[config.mk]
export PLATFORM = sky130hd
export DESIGN_NAME = mock_cu_multi_flat
export DESIGN_NICKNAME = d
export VERILOG_FILES = /design/src/rtl/mock_cu_multi_if.sv /design/src/rtl/mock_cu_multi.sv /design/src/flat_wrapper.sv
export SDC_FILE = /design/constraint.sdc
export NUM_CORES = 1
export LEC_CHECK = 0
export CORE_UTILIZATION = 63
export CTS_CLUSTER_DIAMETER = 80
export DETAILED_ROUTE_END_ITERATION = 7
export GPL_TIMING_DRIVEN = 0
export PLACE_DENSITY = 0.89
export SLEW_MARGIN = 15
export SYNTH_ARGS = -nofsm -noshare
export SYNTH_HDL_FRONTEND = slang
export SYNTH_SLANG_ARGS = --single-unit
[constraint.sdc]
create_clock -name clk -period 7.2 [get_ports clk]
set_clock_uncertainty 0.05 [all_clocks]
set_input_delay 0.72 -clock clk [delete_from_list [all_inputs] [get_ports clk]]
set_output_delay 0.72 -clock clk [all_outputs]
set_load 0.03 [all_outputs]
[src/rtl/mock_cu_multi_if.sv]
// Parallel-channel "B" bus and tag bundle between the channel engine and a control unit.
// master = channel side (drives *_out tags), slave = control-unit side (drives *_in tags).
interface mock_cu_multi_if;
    logic [7:0] b_bus_out;
    logic [7:0] b_bus_in;
    logic       b_operational_out;
    logic       b_hold_out;
    logic       b_select_out;
    logic       b_address_out;
    logic       b_command_out;
    logic       b_service_out;
    logic       b_suppress_out;
    logic       b_operational_in;
    logic       b_request_in;
    logic       b_select_in;
    logic       b_address_in;
    logic       b_status_in;
    logic       b_service_in;

    modport master (
        output b_bus_out, b_operational_out, b_hold_out, b_select_out,
               b_address_out, b_command_out, b_service_out, b_suppress_out,
        input  b_bus_in, b_operational_in, b_request_in, b_select_in,
               b_address_in, b_status_in, b_service_in
    );

    modport slave (
        input  b_bus_out, b_operational_out, b_hold_out, b_select_out,
               b_address_out, b_command_out, b_service_out, b_suppress_out,
        output b_bus_in, b_operational_in, b_request_in, b_select_in,
               b_address_in, b_status_in, b_service_in
    );
endinterface

[src/rtl/mock_cu_multi.sv]
// Mock multi-device control unit: answers NUM_DEVICES addresses from ADDRESS_BASE, all in-tags registered.
// Optional macro MOCK_CU_SUPPRESS_EN: hold off raising service_in while suppress_out is high.
module mock_cu_multi #(
    parameter logic [7:0] ADDRESS_BASE      = 8'h10,
    parameter int         NUM_DEVICES       = 4,
    parameter bit         ENABLE_SHORT_BUSY = 1'b1
) (
    input  logic                   clk,
    input  logic                   reset_n,
    mock_cu_multi_if.slave         b,
    output logic                   a_select_out,
    input  logic                   a_select_in,
    input  logic [NUM_DEVICES-1:0] mock_busy,
    input  logic [7:0]             mock_limit,
    output logic [7:0]             command,
    output logic [3:0]             device,
    output logic [7:0]             count,
    output logic                   done
);

    localparam logic [7:0] CMD_TIO   = 8'h00;
    localparam logic [7:0] CMD_WRITE = 8'h01;
    localparam logic [7:0] CMD_READ  = 8'h02;
    localparam logic [7:0] CMD_NOP   = 8'h03;
    localparam logic [7:0] CMD_SENSE = 8'h04;

    typedef enum logic [3:0] {
        S_IDLE, S_SEL, S_SBUSY, S_SB_SVC, S_SB_CMD, S_ADDR, S_CMDW,
        S_DECIDE, S_INIT, S_INIT_W, S_XFER, S_XFER_W, S_STOP_W, S_END
    } state_t;

    state_t            state_q, state_d;
    logic [7:0]        command_q, command_d;
    logic [3:0]        device_q, device_d;
    logic [7:0]        count_q, count_d;
    logic [7:0]        limit_q, limit_d;
    logic [7:0]        status_q, status_d;
    logic              send_q, send_d;
    logic [15:0][7:0]  sense_q, sense_d;
    logic              done_d;

    logic              op_in_q, op_in_d;
    logic              addr_in_q, addr_in_d;
    logic              stat_in_q, stat_in_d;
    logic              svc_in_q, svc_in_d;
    logic              sel_in_q;
    logic              a_sel_q, a_sel_d;
    logic [7:0]        bus_in_q, bus_in_d;
    logic              done_q;

    logic [15:0]       busy_pad;
    logic [7:0]        sel_offset;
    logic              sel_match;
    logic              unused_ok;

    assign busy_pad   = 16'(mock_busy);
    // Unsigned subtraction: addresses below ADDRESS_BASE wrap high and never match.
    assign sel_offset = b.b_bus_out - ADDRESS_BASE;
    assign sel_match  = b.b_operational_out && b.b_address_out && b.b_select_out &&
                        (sel_offset < 8'(NUM_DEVICES));

    always_ff @(posedge clk or negedge reset_n) begin
        if (!reset_n) begin
            state_q <= S_IDLE;
        end else begin
            state_q <= state_d;
        end
    end

    always_comb begin
        state_d   = state_q;
        command_d = command_q;
        device_d  = device_q;
        count_d   = count_q;
        limit_d   = limit_q;
        status_d  = status_q;
        send_d    = send_q;
        sense_d   = sense_q;
        done_d    = 1'b0;
        if (!b.b_operational_out) begin
            state_d = S_IDLE;
        end else begin
            case (state_q)
                S_IDLE: if (sel_match) begin
                    device_d = sel_offset[3:0];
                    state_d  = S_SEL;
                end
                S_SEL: begin
                    if (busy_pad[device_q] && ENABLE_SHORT_BUSY) state_d = S_SBUSY;
                    else if (!b.b_address_out)                 state_d = S_ADDR;
                end
                S_SBUSY: begin
                    if (b.b_service_out)      state_d = S_SB_SVC;
                    else if (b.b_command_out) state_d = S_SB_CMD;
                end
                S_SB_SVC: if (!b.b_service_out) state_d = S_IDLE;
                S_SB_CMD: if (!b.b_command_out) state_d = S_IDLE;
                S_ADDR: if (b.b_command_out) begin
                    command_d = b.b_bus_out;
                    state_d   = S_CMDW;
                end
                S_CMDW: if (!b.b_command_out) state_d = S_DECIDE;
                S_DECIDE: begin
                    state_d = S_INIT;
                    if (busy_pad[device_q]) begin
                        status_d = 8'h08;
                    end else begin
                        case (command_q)
                            CMD_TIO, CMD_WRITE, CMD_READ, CMD_SENSE: status_d = 8'h00;
                            CMD_NOP: status_d = 8'h30;
                            default: begin
                                status_d              = 8'h70;
                                sense_d[device_q][7] = 1'b1;
                            end
                        endcase
                    end
                end
                S_INIT: if (b.b_service_out) state_d = S_INIT_W;
                S_INIT_W: if (!b.b_service_out) begin
                    if (status_q == 8'h00 && (command_q == CMD_WRITE ||
                        command_q == CMD_READ || command_q == CMD_SENSE)) begin
                        state_d = S_XFER;
                        count_d = 8'h00;
                        send_d  = (command_q != CMD_WRITE);
                        limit_d = (command_q == CMD_SENSE) ? 8'd1 : mock_limit;
                    end else begin
                        state_d = S_IDLE;
                        done_d  = 1'b1;
                    end
                end
                // Only a raised service_in can be answered or stopped.
                S_XFER: if (svc_in_q) begin
                    if (b.b_service_out) begin
                        count_d = count_q + 8'd1;
                        state_d = S_XFER_W;
                    end else if (b.b_command_out) begin
                        state_d = S_STOP_W;
                    end
                end
                // Limit 0 completes when the 8-bit count wraps back to 0.
                S_XFER_W: if (!b.b_service_out) begin
                    state_d = (count_q == limit_q) ? S_END : S_XFER;
                end
                S_STOP_W: if (!b.b_command_out) state_d = S_END;
                S_END: if (b.b_service_out) begin
                    if (command_q == CMD_SENSE) sense_d[device_q] = 8'h00;
                    done_d  = 1'b1;
                    state_d = S_IDLE;
                end
                default: state_d = S_IDLE;
            endcase
        end
    end

    // Tag outputs are derived from the next state so they appear with the state change.
    always_comb begin
        op_in_d   = (state_d != S_IDLE);
        addr_in_d = (state_d == S_ADDR);
        stat_in_d = (state_d == S_SBUSY) || (state_d == S_INIT) || (state_d == S_END);
        svc_in_d  = (state_d == S_XFER);
`ifdef MOCK_CU_SUPPRESS_EN
        if (state_d == S_XFER && !svc_in_q && b.b_suppress_out) svc_in_d = 1'b0;
`endif
        a_sel_d   = (state_q == S_IDLE) && b.b_select_out && !sel_match;
        case (state_d)
            S_ADDR:  bus_in_d = ADDRESS_BASE + {4'b0000, device_d};
            S_SBUSY: bus_in_d = 8'h48;
            S_INIT:  bus_in_d = status_d;
            S_XFER: begin
                if (!send_d)                   bus_in_d = 8'h00;
                else if (command_d == CMD_SENSE) bus_in_d = sense_d[device_d];
                else                           bus_in_d = count_d + 8'd1;
            end
            S_END:   bus_in_d = 8'h30;
            default: bus_in_d = 8'h00;
        endcase
    end

    always_ff @(posedge clk or negedge reset_n) begin
        if (!reset_n) begin
            command_q <= 8'h00;
            device_q  <= 4'h0;
            count_q   <= 8'h00;
            limit_q   <= 8'h00;
            status_q  <= 8'h00;
            send_q    <= 1'b0;
            sense_q   <= '0;
            op_in_q   <= 1'b0;
            addr_in_q <= 1'b0;
            stat_in_q <= 1'b0;
            svc_in_q  <= 1'b0;
            sel_in_q  <= 1'b0;
            a_sel_q   <= 1'b0;
            bus_in_q  <= 8'h00;
            done_q    <= 1'b0;
        end else begin
            command_q <= command_d;
            device_q  <= device_d;
            count_q   <= count_d;
            limit_q   <= limit_d;
            status_q  <= status_d;
            send_q    <= send_d;
            sense_q   <= sense_d;
            op_in_q   <= op_in_d;
            addr_in_q <= addr_in_d;
            stat_in_q <= stat_in_d;
            svc_in_q  <= svc_in_d;
            sel_in_q  <= a_select_in;
            a_sel_q   <= a_sel_d;
            bus_in_q  <= bus_in_d;
            done_q    <= done_d;
        end
    end

    assign b.b_bus_in         = bus_in_q;
    assign b.b_operational_in = op_in_q;
    assign b.b_request_in     = 1'b0;
    assign b.b_select_in      = sel_in_q;
    assign b.b_address_in     = addr_in_q;
    assign b.b_status_in      = stat_in_q;
    assign b.b_service_in     = svc_in_q;
    assign a_select_out       = a_sel_q;
    assign command            = command_q;
    assign device             = device_q;
    assign count              = count_q;
    assign done               = done_q;

`ifdef MOCK_CU_SUPPRESS_EN
    assign unused_ok = b.b_hold_out;
`else
    assign unused_ok = b.b_hold_out ^ b.b_suppress_out;
`endif

endmodule

[src/flat_wrapper.sv]
// flat-port wrapper written by rule: the top's interface ports become plain ports
module mock_cu_multi_flat 
#(
    parameter logic [7:0] ADDRESS_BASE      = 8'h10,
    parameter int         NUM_DEVICES       = 4,
    parameter bit         ENABLE_SHORT_BUSY = 1'b1
)
  (clk, reset_n, a_select_out, a_select_in, mock_busy, mock_limit, command, device, count, done, b_b_bus_out, b_b_operational_out, b_b_hold_out, b_b_select_out, b_b_address_out, b_b_command_out, b_b_service_out, b_b_suppress_out, b_b_bus_in, b_b_operational_in, b_b_request_in, b_b_select_in, b_b_address_in, b_b_status_in, b_b_service_in);
  mock_cu_multi_if b_i ();
  input  logic clk;
  input  logic reset_n;
  output logic a_select_out;
  input  logic a_select_in;
  input  logic [NUM_DEVICES-1:0] mock_busy;
  input  logic [7:0] mock_limit;
  output logic [7:0] command;
  output logic [3:0] device;
  output logic [7:0] count;
  output logic done;
  input wire logic [$bits(b_i.b_bus_out)-1:0] b_b_bus_out;
  input wire logic [$bits(b_i.b_operational_out)-1:0] b_b_operational_out;
  input wire logic [$bits(b_i.b_hold_out)-1:0] b_b_hold_out;
  input wire logic [$bits(b_i.b_select_out)-1:0] b_b_select_out;
  input wire logic [$bits(b_i.b_address_out)-1:0] b_b_address_out;
  input wire logic [$bits(b_i.b_command_out)-1:0] b_b_command_out;
  input wire logic [$bits(b_i.b_service_out)-1:0] b_b_service_out;
  input wire logic [$bits(b_i.b_suppress_out)-1:0] b_b_suppress_out;
  output wire logic [$bits(b_i.b_bus_in)-1:0] b_b_bus_in;
  output wire logic [$bits(b_i.b_operational_in)-1:0] b_b_operational_in;
  output wire logic [$bits(b_i.b_request_in)-1:0] b_b_request_in;
  output wire logic [$bits(b_i.b_select_in)-1:0] b_b_select_in;
  output wire logic [$bits(b_i.b_address_in)-1:0] b_b_address_in;
  output wire logic [$bits(b_i.b_status_in)-1:0] b_b_status_in;
  output wire logic [$bits(b_i.b_service_in)-1:0] b_b_service_in;
  assign b_i.b_bus_out = b_b_bus_out;
  assign b_i.b_operational_out = b_b_operational_out;
  assign b_i.b_hold_out = b_b_hold_out;
  assign b_i.b_select_out = b_b_select_out;
  assign b_i.b_address_out = b_b_address_out;
  assign b_i.b_command_out = b_b_command_out;
  assign b_i.b_service_out = b_b_service_out;
  assign b_i.b_suppress_out = b_b_suppress_out;
  assign b_b_bus_in = b_i.b_bus_in;
  assign b_b_operational_in = b_i.b_operational_in;
  assign b_b_request_in = b_i.b_request_in;
  assign b_b_select_in = b_i.b_select_in;
  assign b_b_address_in = b_i.b_address_in;
  assign b_b_status_in = b_i.b_status_in;
  assign b_b_service_in = b_i.b_service_in;
  mock_cu_multi #(.ADDRESS_BASE(ADDRESS_BASE), .NUM_DEVICES(NUM_DEVICES), .ENABLE_SHORT_BUSY(ENABLE_SHORT_BUSY)) u_core (.clk(clk), .reset_n(reset_n), .b(b_i), .a_select_out(a_select_out), .a_select_in(a_select_in), .mock_busy(mock_busy), .mock_limit(mock_limit), .command(command), .device(device), .count(count), .done(done));
endmodule
==> After elaboration in Yosys (flattened, before gate mapping) <==
Index checks and enable logic that the tools add are counted.
{ "totals": {"reg_bits": 184, "in_bits": 30, "output_inout_bits": 36, "wordCells": 151} }
{ "op_classes": {"n_addsub": 4, "magnitude_cmp": 4, "n_eq_ne": 25, "mux": 64, "n_bitwise": 4, "n_reduce_logical": 19} }
{ "ops": {"columns": ["cell", "count"], "rows": [
  ["2-to-1 mux 128 bit", 5],
  ["case mux 128 bit (2 select lines)", 1],
  ["2-to-1 mux 8 bit", 17],
  ["AND 128 bit", 1],
  ["inverter 128 bit", 1],
  ["bitwise OR 128 bit", 1],
  ["2-to-1 mux 4 bit", 22],
  ["demux 8 bit (select 4 bit)", 2],
  ["case mux 4 bit (14 select lines)", 1],
  ["case mux 8 bit (5 select lines)", 1],
  ["== test 4 bit, second input constant", 9],
  ["binary-select mux 8 bit (select 4 bit)", 1],
  ["== test 4 x 3 -> 1 bit, second input constant", 5],
  ["adder 8 x 1 -> 8 bit, second input constant", 2],
  ["== test 8 x 2 -> 1 bit, second input constant", 2],
  ["== test 8 x 3 -> 1 bit, second input constant", 2],
  ["logical NOT 8 bit", 2],
  ["case mux 8 bit (2 select lines)", 1],
  ["case mux 7 bit (2 select lines)", 1],
  ["== test 4 x 2 -> 1 bit, second input constant", 3],
  ["< comparator 4 x 5 -> 1 bit, second input constant", 2],
  ["2-to-1 mux 1 bit", 9],
  ["== test 8 x 1 -> 1 bit, second input constant", 1],
  ["== test 8 bit", 1],
  ["18 further kinds", 27]
]} }

==> Depth between registers and ports, before layout <==
Gate-level depths: netlist of the first run.
{ "depth": {"depth_word": 15, "ltp_mapped": 13, "depth_no_buf": 10} }

==> Worst setup path before layout of the first run <==
No wires, ideal clock.
{ "synth_path": {"path_kind": "input to register", "start": "input port b_b_operational_out", "end": "register u_core.bus_in_q[6], in the netlist u_core.b.b_bus_in[6]", "setup_ns": 0.135, "t_arrival_ns": 2.983, "required_time_ns": 7.015, "slack_ns": 4.033, "cell_stages": 11, "n_path_buf": 1, "path_cell_list": "clkbuf_1 -> inv_1 -> nor2_1 -> mux2i_1 -> nor3b_1 -> ha_1 -> o21ai_0 -> nor4b_1 -> xnor2_1 -> a221oi_1 -> o31ai_1"} }
{ "synth_between": {"elab_cells_between_ends": 26, "cone_classes": "add/sub (1); eq/ne (6); mux (16); reduce/logical (3)"} }
{ "synth_rtl": {"columns": ["element", "line", "source"], "rows": [
  ["from (decl)", "flat_wrapper.sv:21", "input wire logic [$bits(b_i.b_operational_out)-1:0] b_b_operational_out;"],
  ["2-to-1 mux 8 bit", "mock_cu_multi.sv:80", "if (!b.b_operational_out) begin"],
  ["named net u_core.count_d[0]", "mock_cu_multi.sv:35", "logic [7:0] count_q, count_d;"],
  ["adder 8 x 1 -> 8 bit", "mock_cu_multi.sv:172", "else bus_in_d = count_d + 8'd1;"],
  ["2-to-1 mux 8 bit", "mock_cu_multi.sv:171", "else if (command_d == CMD_SENSE) bus_in_d = sense_d[device_d];"],
  ["2-to-1 mux 8 bit", "mock_cu_multi.sv:170", "if (!send_d) bus_in_d = 8'h00;"],
  ["case mux 8 bit (5 select lines)", "mock_cu_multi.sv:165", "case (state_d)"],
  ["named net u_core.bus_in_d[6]", "mock_cu_multi.sv:48", "logic [7:0] bus_in_q, bus_in_d;"],
  ["to (signal assigned)", "mock_cu_multi.sv:210", "bus_in_q <= bus_in_d;"],
  ["to (decl)", "mock_cu_multi.sv:48", null]
]} }
The timed path passes the listed nets, and every way through them passes these cells. The select of a mux whose other input is x is not followed.
A chain may end at the register's enable or synchronous reset.

==> Worst setup path in the final report of the first run <==
{ "layout_path": {"start": "input port b_b_operational_out", "end": "register u_core.bus_in_q[3], in the netlist u_core.b.b_bus_in[3]"} }
{ "layout_between": {"elab_chain_cells": 11, "elab_cells_between_ends": 27, "cone_classes": "add/sub (2); eq/ne (6); mux (16); reduce/logical (3)"} }
{ "layout_lines": {"columns": ["element", "line", "source"], "rows": [
  ["logical AND 1 bit (3 in a row)", "mock_cu_multi.sv:59", "assign sel_match = b.b_operational_out && b.b_address_out && b.b_select_out &&"],
  ["2-to-1 mux 4 bit", "mock_cu_multi.sv:84", "S_IDLE: if (sel_match) begin"],
  ["2-to-1 mux 4 bit", "mock_cu_multi.sv:83", "case (state_q)"],
  ["2-to-1 mux 4 bit *", "mock_cu_multi.sv:80", null],
  ["named net u_core.device_d[3]", "mock_cu_multi.sv:34", "logic [3:0] device_q, device_d;"],
  ["binary-select mux 8 bit (select 4 bit)", "mock_cu_multi.sv:171", null],
  ["2-to-1 mux 8 bit (implied by the code)", "mock_cu_multi.sv:171", null],
  ["2-to-1 mux 8 bit", "mock_cu_multi.sv:171", null],
  ["2-to-1 mux 8 bit", "mock_cu_multi.sv:170", null],
  ["case mux 8 bit (5 select lines) *", "mock_cu_multi.sv:165", null],
  ["named net u_core.bus_in_d[3]", "mock_cu_multi.sv:48", null]
]} }
Mark *: on every way through the listed nets, which the timed path passes. The rest lies on a longest branch. The select of a mux whose other input is x is not followed.

==> metrics, run 1 <==
status finished clean; met2 global-route usage 0.5618; Synth Register Bits 184; CP Cell Sequence clkdlybuf4s50_1 -> clkbuf_1 -> nand3_1 -> o21ai_2 -> inv_2 -> clkbuf_1 -> clkbuf_1 -> a211oi_1 -> o21ai_0 -> nand3_1 -> o211ai_1; crit path time final 4.278 ns; IO Pins 66; Seq/Total Area, Yosys 0.5135; largest area contributor in the netlist dfrtp_1; Vias/cell 6.487; clk root buf clkbuf_16; gpl congestion 0.9296; Slew headroom 0.3660; Main synth FF type dfrtp_1; Clock Latency Late Sink 0.45 ns; CTS Sinks 184; post-CTS setup buffer count 0; Setup crit start kind input port; Post-synth top cells dfrtp_1 (184), and2_1 (65), o21ai_0 (53); number of global-route vias before repair 7393; Reg2Reg Depth 12; DR pass1 iterations 6; worst r2r dst u_core.b.b_bus_in[3]; die width 121.3 um; drt drc 0; Routed WL per cell 20.63 um; Cell Pwr Density 202.4 mW/mm^2; Clk pwr share 0.466; Setup crit end kind flip-flop; DIE HEIGHT 121.3 um; first-pass GRT wire length 38780 um; number of synthesized flops with an enable pin 0; worst reg2reg startpoint u_core.state_q[0]; Final Cycle Share 0.5941; Netlist cell types 84; switching power 0.0004632 W; met1 usage 0.4583; Core ar. 0.01388 mm^2; num rows 43; max-slew violations 0; Int Pwr 0.001655 W; register-to-register setup slack 3.11 ns; Net Sw Frac 0.2187; initial antenna violation count 0; largest net degree at the start of global routing 97; critical path class in -> reg; Initial Util 0.6459; pre-CTS WS 2.642 ns; CTS tree yes; Fin. Hold Viols 0; Tot GR Track Use 0.3509; Synth Warn # 0; leak pwr 5.150 nW; cell count after synthesis 889; GRT Max-Usage Layer met2; H-tree levels 4; CP arrival 4.50 ns; Layout area overhead 16.69%; top post-synthesis cells by area dfrtp_1 (51%), and2_1 (4.5%), o21ai_0 (3.0%); die area 0.01471 mm^2; drt initial violations 946; Crit path required time 7.43 ns; Critical-path top delay cell clkdlybuf4s50_1; Tot Pwr 0.002118 W; Synth top area share 0.5135; MaxCap Viol Count 0; Hold Buf Count CTS 0; Async SR Flop Fraction 1.000; Layout Nets 1003; Resized Gates After CTS 0; worst hold path type in -> async; register share of total power 0.490; RSZ-0062 raised after global routing false; Worst VDD drop 0.1721 mV; most frequent CP cell clkbuf_1; fmax 0.2338 GHz; layout cell share with drive strength beyond 1 0.07426; clock buffer count from CTS 17; CTS clk-pin slew, worst paths 0.07 ns; grt ovf 0; via count 7544; Port Buffer Count 62; diode count 0; Comb pwr share 0.044; ANT nets after route 0; critical path peak fanout 10; most frequent cell after synthesis dfrtp_1; worst setup margin 2.922 ns; slowest cell delay on critical path 0.56 ns; clk buf depth 2; Post-Route WL 24000 um; Syn Nets 921; Least-Margin Pin Slew 0.9423 ns; Synth Cell Area 0.008966 mm^2; final setup fails 0; met3 usage 0.07378; Mean Syn Cell Area 10.09 um^2; post-DP HPWL 16860 um
-- area by class of cell --
class,count,area [um^2]
sequential,184,4604
multi-input combinational,600,3950
fill,931,3418
timing repair buffer,63,653.1
clock buffer,19,442.9
buffer,59,239.0
tap,180,225.2
clock inverter,12,175.2
inverter,46,172.7
-- sequential cells by signal (all words and copies together) (netlist names), 4 cells and up --
| name | count |
|---|---|
| u_core.sense_q | 128 |
| u_core.status_q | 8 |
| u_core.b.b_bus_in | 8 |
| u_core.state_q | 4 |
| u_core.limit_q | 8 |
| u_core.device | 4 |
| u_core.count | 8 |
| u_core.command | 8 |
-- power by group through the flow --
stage,clock (W),sequential [W],combinational (W)
6_report,0.000987,0.00104,0.0000929
3_3_place_gp,0,0.00106,0.0000886
3_5_place_dp,0,0.00106,0.0000920
2_1_floorplan,0,0.00106,0.0000332
4_1_cts,0.000988,0.00104,0.0000927
5_1_grt,0.00103,0.00104,0.000101
-- routing by layer --
layer,up-vias,wire length (um)
met3,92,1775
li1,3357,-
met5,-,0
met4,0,879
met1,3644,9695
met2,451,11650
-- worst max-delay path: cells and delay by family --
| kind | cells | cell delay, ns |
|---|---|---|
| AO/OA/AOI/OAI | 4 | 1.20 |
| buffers and inverters | 5 | 1.94 |
| AND/OR/NAND/NOR | 2 | 0.63 |
-- cells in the final DEF (no fill, tap or decap), drive strengths merged, types with 5 or more instances in the layout --
cell type | Yosys | routed
xnor2 | 10 | 10
nand3 | 29 | 29
nor2b | 36 | 36
o211ai | 10 | 10
or3b | 6 | 6
clkdlybuf4s50 | 0 | 61
and2 | 65 | 65
xor2 | 5 | 5
nand2 | 50 | 50
nor2 | 37 | 37
buf | 13 | 15
a221oi | 5 | 5
dfrtp | 184 | 184
nand2b | 7 | 7
a31oi | 8 | 8
mux2i | 24 | 24
nor3 | 24 | 24
or2 | 8 | 8
a21o | 5 | 5
o21ai | 61 | 61
clkbuf | 46 | 65
nor3b | 6 | 6
nor4 | 12 | 12
a21oi | 12 | 12
a21boi | 6 | 6
nand4 | 12 | 12
a211oi | 34 | 34
nor4b | 5 | 5
or3 | 7 | 7
and3 | 26 | 26
a22oi | 5 | 5
mux2 | 8 | 8
inv | 46 | 47
-- worst max path at each step --
stage	start	to	slack [ns]	cells after the start
detailed placement	b_b_operational_out	u_core.b.b_bus_in[0]	2.64	11
global placement	reset_n	u_core.sense_q[93]	-1.91	1
floorplan	b_b_operational_out	u_core.b.b_bus_in[6]	4.03	11
global route	b_b_operational_out	u_core.b.b_bus_in[6]	2.75	12
CTS	b_b_operational_out	u_core.b.b_bus_in[6]	3.06	12
finish	b_b_operational_out	u_core.b.b_bus_in[3]	2.92	11
-- kinds of logic (layout without fill, tap and decap cells) --
| logic type | Yosys count | after routing | share of synthesized area |
|---|---|---|---|
| AOI/OAI and AO/OA | 194 | 194 | 0.1499 |
| xor gates and xnor gates | 15 | 15 | 0.01465 |
| adders and majority gates | 2 | 2 | 0.002791 |
| buffers and inverters | 105 | 199 | 0.04591 |
| DFF | 184 | 184 | 0.5135 |
| muxes | 35 | 35 | 0.04438 |
| other | 1 | 1 | 0.0004182 |
| and+or+nand+nor | 353 | 353 | 0.2284 |
-- stage by stage --
| step | cells | setup TNS [ns] | cell area, um^2 | util | hold WS [ns] |
|---|---|---|---|---|---|
| 6_report | 1163 | 0 | 10460 | 0.7537 | 0.2099 |
| 5_1_grt | 1163 | 0 | 10460 | 0.7537 | 0.2680 |
| 4_1_cts | 1163 | 0 | 10460 | 0.7537 | 0.2546 |
| 3_5_place_dp | 1132 | 0 | 9844 | 0.7092 | 0.3919 |
| 3_3_place_gp | 1131 | -349.10 | 9812 | 0.7069 | 0.3839 |
| 2_1_floorplan | 889 | 0 | 8966 | - | 0.3722 |
(Power assumes the default switching activity.)
==> run 2: changes to the inputs <==
--- a/config.mk
+++ b/config.mk
@@ -5,11 +5,11 @@
 export SDC_FILE = /design/constraint.sdc
 export NUM_CORES = 1
 export LEC_CHECK = 0
-export CORE_UTILIZATION = 63
+export CORE_UTILIZATION = 59
 export CTS_CLUSTER_DIAMETER = 80
 export DETAILED_ROUTE_END_ITERATION = 7
 export GPL_TIMING_DRIVEN = 0
-export PLACE_DENSITY = 0.89
+export PLACE_DENSITY = 0.84
 export SLEW_MARGIN = 15
 export SYNTH_ARGS = -nofsm -noshare
 export SYNTH_HDL_FRONTEND = slang
==> constraint.sdc (replaced) <==
create_clock -name clk -period 4.35 [get_ports clk]
set_clock_uncertainty 0.05 [all_clocks]
set_input_delay 0.435 -clock clk [delete_from_list [all_inputs] [get_ports clk]]
set_output_delay 0.435 -clock clk [all_outputs]
set_load 0.03 [all_outputs]
==> run 2 against run 1 <==
The run now ends with design-rule violations left. Sequential share of layout area shrank 0.13 points. Core utilization down 4.0 points. Critical path type is now reg -> reg. Routed wire length decreased by 0.40%. Sequential power rose by 65%. Worst setup slack worse by 2.7 ns. Cell area increased by 0.30%. First-iteration DRC count shrank 29%. Clock power is 68% higher. Register-to-register slack worse by 2.9 ns. Critical path depth rose by 1. Non-clock buffer count rose by 1. Global-route usage down 3.0 points.
==> metrics, run 2 (synthesized netlist as in run 1, its figures left out) <==
H-tree levels 4 (unchanged); Top reg by flops u_core.sense_q; diode count 0 (unchanged); max-slew violations 0 (unchanged); DP Cell Count 1136 (+0.35%); MaxCap Viol Count 0 (unchanged); layout cell share with drive strength beyond 1 0.07513 (+0.0008644); initial antenna violation count 0 (unchanged); critical path peak fanout 10 (unchanged); setup TNS 0 ns (unchanged); Worst VDD drop 0.3099 mV (+80%); Tot GR Track Use 0.3212 (-0.02971); final instance count without filler cells 1169 (+0.52%); die area 0.01569 mm^2 (+6.7%); gpl congestion 0.9418 (+1.3%); Least-Margin Pin Slew 0.8353 ns (-0.1071 ns); area of the multi-input gates 0.003955 mm^2 (+0.13%); drt initial violations 668 (-29%); Routed WL per cell 20.45 um (-0.91%); leak pwr 5.169 nW (+0.36%); Setup crit start kind flip-flop; largest net degree at the start of global routing 101 (+4.1%); most frequent cells in the layout dfrtp_1 (184), and2_1 (65), clkdlybuf4s50_1 (61), o21ai_0 (53), nand2_1 (50); fmax 0.2433 GHz; Setup crit end u_core.b.b_bus_in[3]; critical path class reg -> reg; Fin. Hold Viols 0 (unchanged); crit path from u_core.state_q[0]; crit path time final 4.111 ns; CP arrival 4.34 ns (-0.16 ns); max FFs per register 128 (unchanged); Layout area overhead 17.04%; Tot Pwr 0.003531 W (+67%); Setup crit end kind flip-flop; worst reg2reg startpoint u_core.state_q[0]; Reg2Reg Depth 12 (unchanged); ANT nets after route 0 (unchanged); Vias/cell 6.346 (-2.2%); Initial Util 0.6100 (-0.03596); number of global-route vias before repair 7265 (-1.7%); Filler Cells Inserted 1078 (+16%); Clock Latency Late Sink 0.44 ns (about the same); grt ovf 0 (unchanged); FF+latch area 0.004604 mm^2 (unchanged); RSZ-0062 raised after global routing false; Port Buffer Count 62 (unchanged); failing checks design-rule violations; clock buffer count from CTS 17 (unchanged); DIE HEIGHT 125.3 um (+3.3%); Layout Nets 1004 (+0.10%); first-pass GRT wire length 38710 um (-0.18%); CTS clk-pin slew, worst paths 0.07 ns (about the same); register-to-register setup slack 0.24 ns (-2.87 ns); Slew headroom 0.4353 (+0.06932); worst r2r dst u_core.b.b_bus_in[3]; clk root buf clkbuf_16; DP Area 0.009849 mm^2 (about the same); Cell Pwr Density 336.5 mW/mm^2 (+66%); post-CTS setup buffer count 0 (unchanged); CTS Sinks 184 (unchanged); final setup fails 0 (unchanged); IO Pins 66 (unchanged); via count 7419 (-1.7%); Final Cycle Share 0.9450; post-DP HPWL 16710 um (-0.90%); die width 125.3 um (+3.3%); drt drc 10 (+10); worst hold path type in -> reg; Crit path required time 4.58 ns (-2.85 ns); CTS tree yes; status finished, violations left; clk buf depth 2 (unchanged); num rows 44 (+2.3%); commonest non-fill, non-tap cell in the layout dfrtp_1; Post-Route WL 23900 um (-0.40%); fin area 0.01049 mm^2 (+0.30%); DR pass1 iterations 8 (+2); Core ar. 0.01470 mm^2 (+5.9%)
[run 2: metrics by stage]
step           hold slack [ns]  utilization  setup slack (ns)
2_1_floorplan          0.08941            -             1.278
3_3_place_gp            0.3867       0.6679            -4.561
3_5_place_dp            0.3934       0.6701           0.03928
4_1_cts                 0.3823       0.7136            0.3420
5_1_grt                 0.3778       0.7139           0.09533
6_report                0.3835       0.7139            0.2394
[run 2: where the power goes]
| part | internal, W | switching (W) | leakage, nW |
|---|---|---|---|
| Sequential | 0.00171 | 0.00000333 | 2.55 |
| Clock | 0.000994 | 0.000665 | 0.308 |
| Combinational | 0.0000530 | 0.000101 | 2.31 |
| Total | 0.00276 | 0.000770 | 5.17 |
[run 2: worst min path at each step]
stage               depth (start not counted)  slack (ns)                from                    to
floorplan                                   0        0.09             reset_n   u_core.a_select_out
global placement                            2        0.39  u_core.sense_q[90]    u_core.sense_q[90]
detailed placement                          2        0.39  u_core.sense_q[90]    u_core.sense_q[90]
CTS                                         1        0.38         a_select_in  u_core.b.b_select_in
global route                                1        0.38         a_select_in  u_core.b.b_select_in
finish                                      1        0.38         a_select_in  u_core.b.b_select_in
[run 2: routing by layer]
metal  routed length, um  GRT usage  share of wire
met5                   0          0              0
met2               11460     0.5245           0.48
met3                1629    0.05948          0.068
met4                 908     0.1549          0.038
met1                9904     0.4163           0.41
[run 2: worst max-delay path, cell delays in order, from the launching register on]
cell and delay [ns]:
dfrtp_1 0.35, buf_2 0.18, or3_1 0.42, or3b_1 0.37, clkbuf_1 0.25, o21ai_2 0.52, inv_2 0.22, clkbuf_1 0.34
clkbuf_1 0.40, a211oi_1 0.37, o21ai_0 0.17, nand3_1 0.17, o211ai_1 0.15
[run 2: repair_timing]
action	in CTS	in global routing
endpoints found under the hold margin	84	0
gates resized for setup	0	1
setup endpoints to repair	0	1
hold buffers	1	0
[run 2: area by class of cell]
type | instances | share of cell area
Buffer | 59 | 0.02277
Multi-Input combinational cell | 600 | 0.3769
Sequential cell | 184 | 0.4388
Clock buffer | 21 | 0.04388
Timing Repair Buffer | 64 | 0.06319
Tap cell | 184 | 0.02194
Clock inverter | 11 | 0.01610
Inverter | 46 | 0.01645
